[src/rtl/regfile_dump_ctrl.sv]
// End-of-run register dump sequencer: runs the CPU for a set number of cycles, then scans the regfile out over a valid/ready stream.
// Optional build macro DUMP_SKIP_R0_EN starts the scan at r1 instead of r0.
module regfile_dump_ctrl #(
  parameter int NUM_REGS = 32,
  parameter int CYC_W    = 16
) (
  input  logic             clock,
  input  logic             reset,
  input  logic             start,
  input  logic [CYC_W-1:0] run_cycles,
  input  logic [4:0]       cpu_readRegA,
  input  logic             cpu_writeEnable,
  output logic [4:0]       rf_readRegA,
  output logic             rf_writeEnable,
  input  logic [31:0]      data_readRegA,
  output logic             dump_valid,
  input  logic             dump_ready,
  output logic [4:0]       dump_reg,
  output logic [31:0]      dump_data,
  output logic             busy,
  output logic             done,
  output logic [CYC_W-1:0] cycle_count
);

`ifdef DUMP_SKIP_R0_EN
  localparam logic [4:0] FIRST_IDX = 5'd1;
`else
  localparam logic [4:0] FIRST_IDX = 5'd0;
`endif
  localparam logic [4:0]       LAST_IDX = 5'(NUM_REGS - 1);
  localparam logic [CYC_W-1:0] CYC_ONE  = CYC_W'(1);

  typedef enum logic [2:0] {
    IDLE,
    RUN,
    SCAN,
    HOLD,
    DONE
  } state_t;

  state_t           state, state_next;
  logic [CYC_W-1:0] run_len;
  logic [4:0]       idx;

  always_ff @(posedge clock) begin
    if (!reset) state <= IDLE;
    else        state <= state_next;
  end

  always_comb begin
    state_next = state;
    case (state)
      IDLE, DONE: if (start) state_next = (run_cycles == '0) ? SCAN : RUN;
      RUN:        if (cycle_count == run_len - CYC_ONE) state_next = SCAN;
      SCAN:       state_next = HOLD;
      HOLD:       if (dump_ready) state_next = (idx == LAST_IDX) ? DONE : SCAN;
      default:    state_next = IDLE;
    endcase
  end

  // The regfile only sees the controller's select while a beat is in flight.
  always_comb begin
    rf_readRegA    = cpu_readRegA;
    rf_writeEnable = 1'b0;
    busy           = 1'b0;
    done           = 1'b0;
    case (state)
      IDLE: rf_writeEnable = cpu_writeEnable;
      RUN: begin
        rf_writeEnable = cpu_writeEnable;
        busy           = 1'b1;
      end
      SCAN, HOLD: begin
        rf_readRegA = idx;
        busy        = 1'b1;
      end
      DONE:    done = 1'b1;
      default: rf_writeEnable = cpu_writeEnable;
    endcase
  end

  always_ff @(posedge clock) begin
    if (!reset) begin
      run_len     <= '0;
      cycle_count <= '0;
      idx         <= FIRST_IDX;
      dump_valid  <= 1'b0;
      dump_reg    <= '0;
      dump_data   <= '0;
    end else begin
      case (state)
        IDLE, DONE: begin
          if (start) begin
            run_len     <= run_cycles;
            cycle_count <= '0;
            idx         <= FIRST_IDX;
          end
        end
        RUN: begin
          if (cycle_count != '1) cycle_count <= cycle_count + CYC_ONE;
        end
        SCAN: begin
          dump_data  <= data_readRegA;
          dump_reg   <= idx;
          dump_valid <= 1'b1;
        end
        HOLD: begin
          // Index stops at the last register so it never wraps.
          if (dump_ready) begin
            dump_valid <= 1'b0;
            if (idx != LAST_IDX) idx <= idx + 5'd1;
          end
        end
        default: ;
      endcase
    end
  end

endmodule

[config.mk]
export PLATFORM = sky130hd
export DESIGN_NAME = regfile_dump_ctrl
export DESIGN_NICKNAME = d
export VERILOG_FILES = /design/src/rtl/regfile_dump_ctrl.sv
export SDC_FILE = /design/constraint.sdc
export NUM_CORES = 1
export LEC_CHECK = 0
export ABC_AREA = 1
export CORE_MARGIN = 2
export CORE_UTILIZATION = 42
export DETAILED_ROUTE_END_ITERATION = 10
export PLACE_DENSITY = 0.79
export SLEW_MARGIN = 20
export SYNTH_ARGS = -nofsm -noshare
export SYNTH_HDL_FRONTEND = slang
export SYNTH_SLANG_ARGS = --single-unit
[constraint.sdc]
create_clock -name clock -period 1.6 [get_ports clock]
set_input_delay 0.32 -clock clock [delete_from_list [all_inputs] [get_ports clock]]
set_output_delay 0.32 -clock clock [all_outputs]
set_load 0.005 [all_outputs]
Word level (Yosys, flattened, before mapping)
Index checks and enable logic that the tools add are counted.

Flip-flop bits (word level): 78. Bits of input ports: 58. Logic and storage cells: 56.

Add/subtract/negate cells: 3. Equal/unequal tests: 13. Multiplexer cells: 19. Reduce and logical (&&, ||, !) cells: 14.

Operators by type and width (count): $mux 16 (2); $pmux 16 s2 (1); $mux 5 (4); $add 16x1->16 const B (1); $eq 16x16->1 (1); $logic_not 16->1 (1); $ne 16x16->1 const B (1); $sub 16x1->16 const B (1); $mux 3 (4); $pmux 3 s4 (1); $ne 2x2->1 const B (5); $pmux 5 s2 (1); $eq 3x2->1 const B (2); $reduce_and 3->1 (2); $reduce_bool 2->1 (3); $reduce_or 3->1 (2); $add 5x1->5 const B (1); $eq 5x5->1 const B (1); $ne 5x5->1 const B (1); $mux 1 (4); $reduce_and 2->1 (2); $reduce_and 4->1 (1); $reduce_or 2->1 (2); $eq 3x1->1 const B (1); other kinds (4) (4).

Longest topological paths before layout
Gate-level depths: netlist of run 1.

Depth in word-level cells: 4. Mapped depth: 16. Mapped depth without buffers: 16.

Worst setup path after synthesis of run 1
OpenSTA, ideal clock, no wires.

Kind: reg2reg. Start point: reg cycle_count[0]. End point: reg cycle_count[14]. Library setup time: 115 ps. Data arrival time: 1622 ps. Setup slack: -137 ps. Cell stages (with the launch flop): 13. Clock period less this slack: 1737 ps. Cells stage by stage: dfxtp_1 > ha_1 > nand2_1 > inv_1 > nand2_1 > nor3_2 > nand2_2 > a21oi_4 > nor2_2 > nand2_2 > nor2_2 > a21oi_1 > nor2_1.

Longest elaborated chain between the ends: 3.

RTL lines: from (decl) (line 22) `output logic [CYC_W-1:0] cycle_count`; from (signal assigned) (line 100) `if (cycle_count != '1) cycle_count <= cycle_count + CYC_ONE;`; $add 16x1->16 / $ne 16x16->1 (equally long branches) (line 100); $mux 16 / $ne 2x2->1 (equally long branches); $pmux 16 s2 / $reduce_and 3->1 (equally long branches).

Several ways; a longest one is shown, not always the timed one. The select of a mux whose other input is x is not followed. A chain may end at the register's enable or synchronous reset.

Final worst setup path of run 1
Start point: reg run_len[4]. End point: reg state[0].

Longest elaborated chain between the ends: 4.

RTL lines: from (decl) (line 42) `logic [CYC_W-1:0] run_len;`; from (signal assigned) (line 94) `run_len <= run_cycles;`; $sub 16x1->16 (line 54) `RUN: if (cycle_count == run_len - CYC_ONE) state_next = SCAN;`; $eq 16x16->1 (line 54); $ne 2x2->1 (no source line); $reduce_and 3->1 (no source line); to (signal assigned) (line 47) `else state <= state_next;`; to (decl) (line 41) `state_t state, state_next;`.

No other way between the ends.

==> results.cfg, run 1 <==
[grt]
grt_pass1_wl_um = 20500
track_usage_pct = 25.4
antenna_found_initial = 0
first_global_vias = 4560
grt_max_degree = 39
overflow = 0

[power]
powerDensity_mw_per_mm2 = 949
vdd_drop_max_uv = 535
p_total_mw = 6.03
p_leak_nw = 2.88

[synthesis]
synthArstFlopShare_pct = 0
synthMuxAreaShare_pct = 0
synthSimpleGateAreaFrac_pct = 32.8
synth_warnings = 0
synth_flop_cell = dfxtp_1
synthAdderAreaFrac_pct = 1.30
synth_nets = 626
synth_enable_flop_cells = 0
synth_top_family_by_area = simple AND/OR/NAND/NOR gates
avgSynthCellArea_um2 = 6.81
synthCells = 564
synth_compound_area_share_pct = 13.5
yosysSeqAreaShare_pct = 40.7
synthDistinctLibCells = 35
synth_xor_area_share_pct = 4.10
syn_area_mm2 = 0.00384
ys_seq_elements = 78

[sta]
hold_slack_ns = 0.474
max_freq_mhz = 566
fin_ws_ns = -0.166
setup_violations = 24
slew_violations = 0
fin_crit_ns = 1.77
slew_headroom_pct = 73.5
min_period_over_period_pct = 110
tightest_slew_ns = 0.394
final.setup_skew_ns = 0.0151
rsz0062_at_grt = yes
finalHoldViolCount = 0

[finish]
top_register = dump_data
reg_top3 = dump_data (32), cycle_count (16), run_len (16)
stdcell_count = 878
seq_area_mm2 = 0.00161
largest_reg_flops = 32
fin_nets = 827
drive_gt1_share_pct = 28.7
post-route-util_pct = 72.2
diodes = 0
fillerInstances = 651
multi_input_area_mm2 = 0.00229
areaGrowthSynthToFinish_pct = 65.5

[clock_network]
clock-sinks = 78
cts.path.max_buffers = 2
cts_root_buffer = clkbuf_8
cts_tree = done
insertion_delay_ns = 0.35
ctsHoldBuffers = 0
htree_levels = 3
clkTransAtPathRegs_ns = 0.09
numCtsBuffers = 9

[placed_design]
io_buffers = 119
dp_hpwl_um = 8880
post-place-ws_ns = -0.381
dp_cells = 843
place_congestion = 0.953

[detailed_routing]
vias_per_cell = 5.22
final_antenna_net_count = 0
drt-total-wl_um = 13000
drc = 0
drtIter0Drc = 144
first_pass_iters = 4
vias = 4579
routedWlPerCell_um = 14.9

[floorplan]
start_util_pct = 43.6
row_count = 34
die_w_um = 99.6
die-area_mm2 = 0.00993
io_pins = 120
core-area_mm2 = 0.00881
die_height_um = 99.6

[setup_path]
path_buf_inv = 1
crit_path_max_incr_delay_ns = 0.37
endpoint_kind = flop
slowest_stage = dfxtp_2
crit_type = flop to flop
crit_start = run_len[4]
r2r_slack_ns = -0.17
worst-endpoint-arrival_ns = 2.02
critPathMaxFanout = 8
crit_family = simple AND/OR/NAND/NOR gates
crit_path_end = state[0]
cp_cell_sequence = nor2_2 -> nand2_2 -> nor2_4 -> nand2_1 -> nand2_1 -> nand2_1 -> nor2_1 -> nand2_1 -> nor2_2 -> nand2_1 -> nand2_2 -> nand3_1 -> nand3_1 -> inv_1
r2r_cells = 14
cpMostUsedCell = nand2_1
required_ns = 1.85
reg2reg_to = state[0]
rr_startpoint = run_len[4]
start_kind = flop
path_depth = 14

[min_path]
worst_hold_path_type = flop to flop

[run]
max_cap_viol_count = 0

[run_status]
outcome = finished with violations
violations = negative setup slack
## routing by layer
| layer | vias up | track usage, % | wire length [um] |
|---|---|---|---|
| met2 | 182 | 46.8 | 6840 |
| li1 | 2206 | - | - |
| met4 | 0 | 11.0 | 416 |
| met1 | 2146 | 26.8 | 4830 |
| met5 | - | 0 | 0 |
| met3 | 45 | 7.17 | 967 |
## metrics by stage
step	area (um^2)	TNS, ns
CTS	6130	-0.809
finish	6360	-2.16
detailed placement	5680	-3.29
global route	6360	-5.13
global placement	5680	-2.52
floorplan	3890	-0.156
## logic make-up after synthesis
group,Yosys count
AOI/OAI and AO/OA,99
xor gates and xnor gates,18
adders and majority gates,4
buffers and inverters,74
DFF,78
and+or+nand+nor,291
## worst register-to-register path, stage by stage (launching register included)
cell	delay, ns
dfxtp_2	0.37
nor2_2	0.14
nand2_2	0.09
nor2_4	0.21
nand2_1	0.09
nand2_1	0.07
nand2_1	0.05
nor2_1	0.08
nand2_1	0.08
nor2_2	0.12
nand2_1	0.08
nand2_2	0.10
nand3_1	0.08
nand3_1	0.07
inv_1	0.04
## cells in the mapped netlist (2+ instances only)
cell type | instances | share of area, %
clkbuf_1 | 12 | 1.2
dfxtp_1 | 78 | 41
o21ai_0 | 61 | 7.9
a21oi_1 | 32 | 4.2
xor2_1 | 12 | 2.7
nor3_2 | 2 | 0.52
nand3_1 | 23 | 3.0
xnor2_1 | 6 | 1.4
ha_1 | 4 | 1.3
nand4_1 | 5 | 0.81
inv_1 | 51 | 5.0
buf_2 | 4 | 0.52
nor2_4 | 2 | 0.59
nor2_1 | 124 | 12
nor3_4 | 2 | 0.85
nand2_2 | 4 | 0.65
nor3_1 | 7 | 0.91
nor4_1 | 6 | 0.98
inv_2 | 3 | 0.29
nor2_2 | 4 | 0.65
nand2_1 | 104 | 10
nand3b_1 | 5 | 0.98
## area by class of cell
cell class,instances,share of cell area (%)
Timing Repair Buffer,209,29.7
Inverter,55,3.40
Clock inverter,6,1.46
Tap cell,108,2.13
Multi-Input combinational cell,412,36.0
Clock buffer,10,2.01
Sequential cell,78,25.3
## worst min-delay path by stage
stage,cells past startpoint,to,slack (ns),startpoint
2_1_floorplan,2,dump_reg[3],0.44,idx[3]
3_3_place_gp,2,dump_reg[4],0.45,dump_reg[4]
3_5_place_dp,2,dump_reg[1],0.46,dump_reg[1]
4_1_cts,2,dump_reg[1],0.48,dump_reg[1]
5_1_grt,2,dump_reg[4],0.50,dump_reg[4]
6_report,2,dump_reg[4],0.47,dump_reg[4]
## cells in the final DEF (no fill, tap or decap), types with 14 or more instances in the layout
master           count
dlygate4sd2_1       14
nand3_1             20
dfxtp_1             52
clkdlybuf4s50_1     95
inv_1               43
a21oi_1             26
nand2_2             16
nand2_1             86
buf_4               75
nor2_1             112
dfxtp_2             21
o21ai_0             52
## power breakdown
group / internal, mW / total [mW] / switching [mW] / leakage [nW]
combinational: 1.01 / 2.08 / 1.07 / 2.13
sequential: 2.12 / 2.28 / 0.157 / 0.648
clock: 0.891 / 1.67 / 0.784 / 0.104
total: 4.02 / 6.03 / 2.01 / 2.88
## timing repair
action | in CTS | in global routing
gates resized for setup | 121 | 51
endpoints found under the setup margin | 44 | 36
buffers inserted | 11 | 8
pin swaps | 26 | 21
(Power assumes the default switching activity.)
==> run 2, diff against run 1 <==
--- a/config.mk
+++ b/config.mk
@@ -8,6 +8,7 @@
 export ABC_AREA = 1
 export CORE_MARGIN = 2
 export CORE_UTILIZATION = 42
+export CTS_CLUSTER_DIAMETER = 120
 export DETAILED_ROUTE_END_ITERATION = 10
 export PLACE_DENSITY = 0.79
 export SLEW_MARGIN = 20
==> results of run 2 <==
The final DEF is identical to that of run 1; final timing and power are the same.
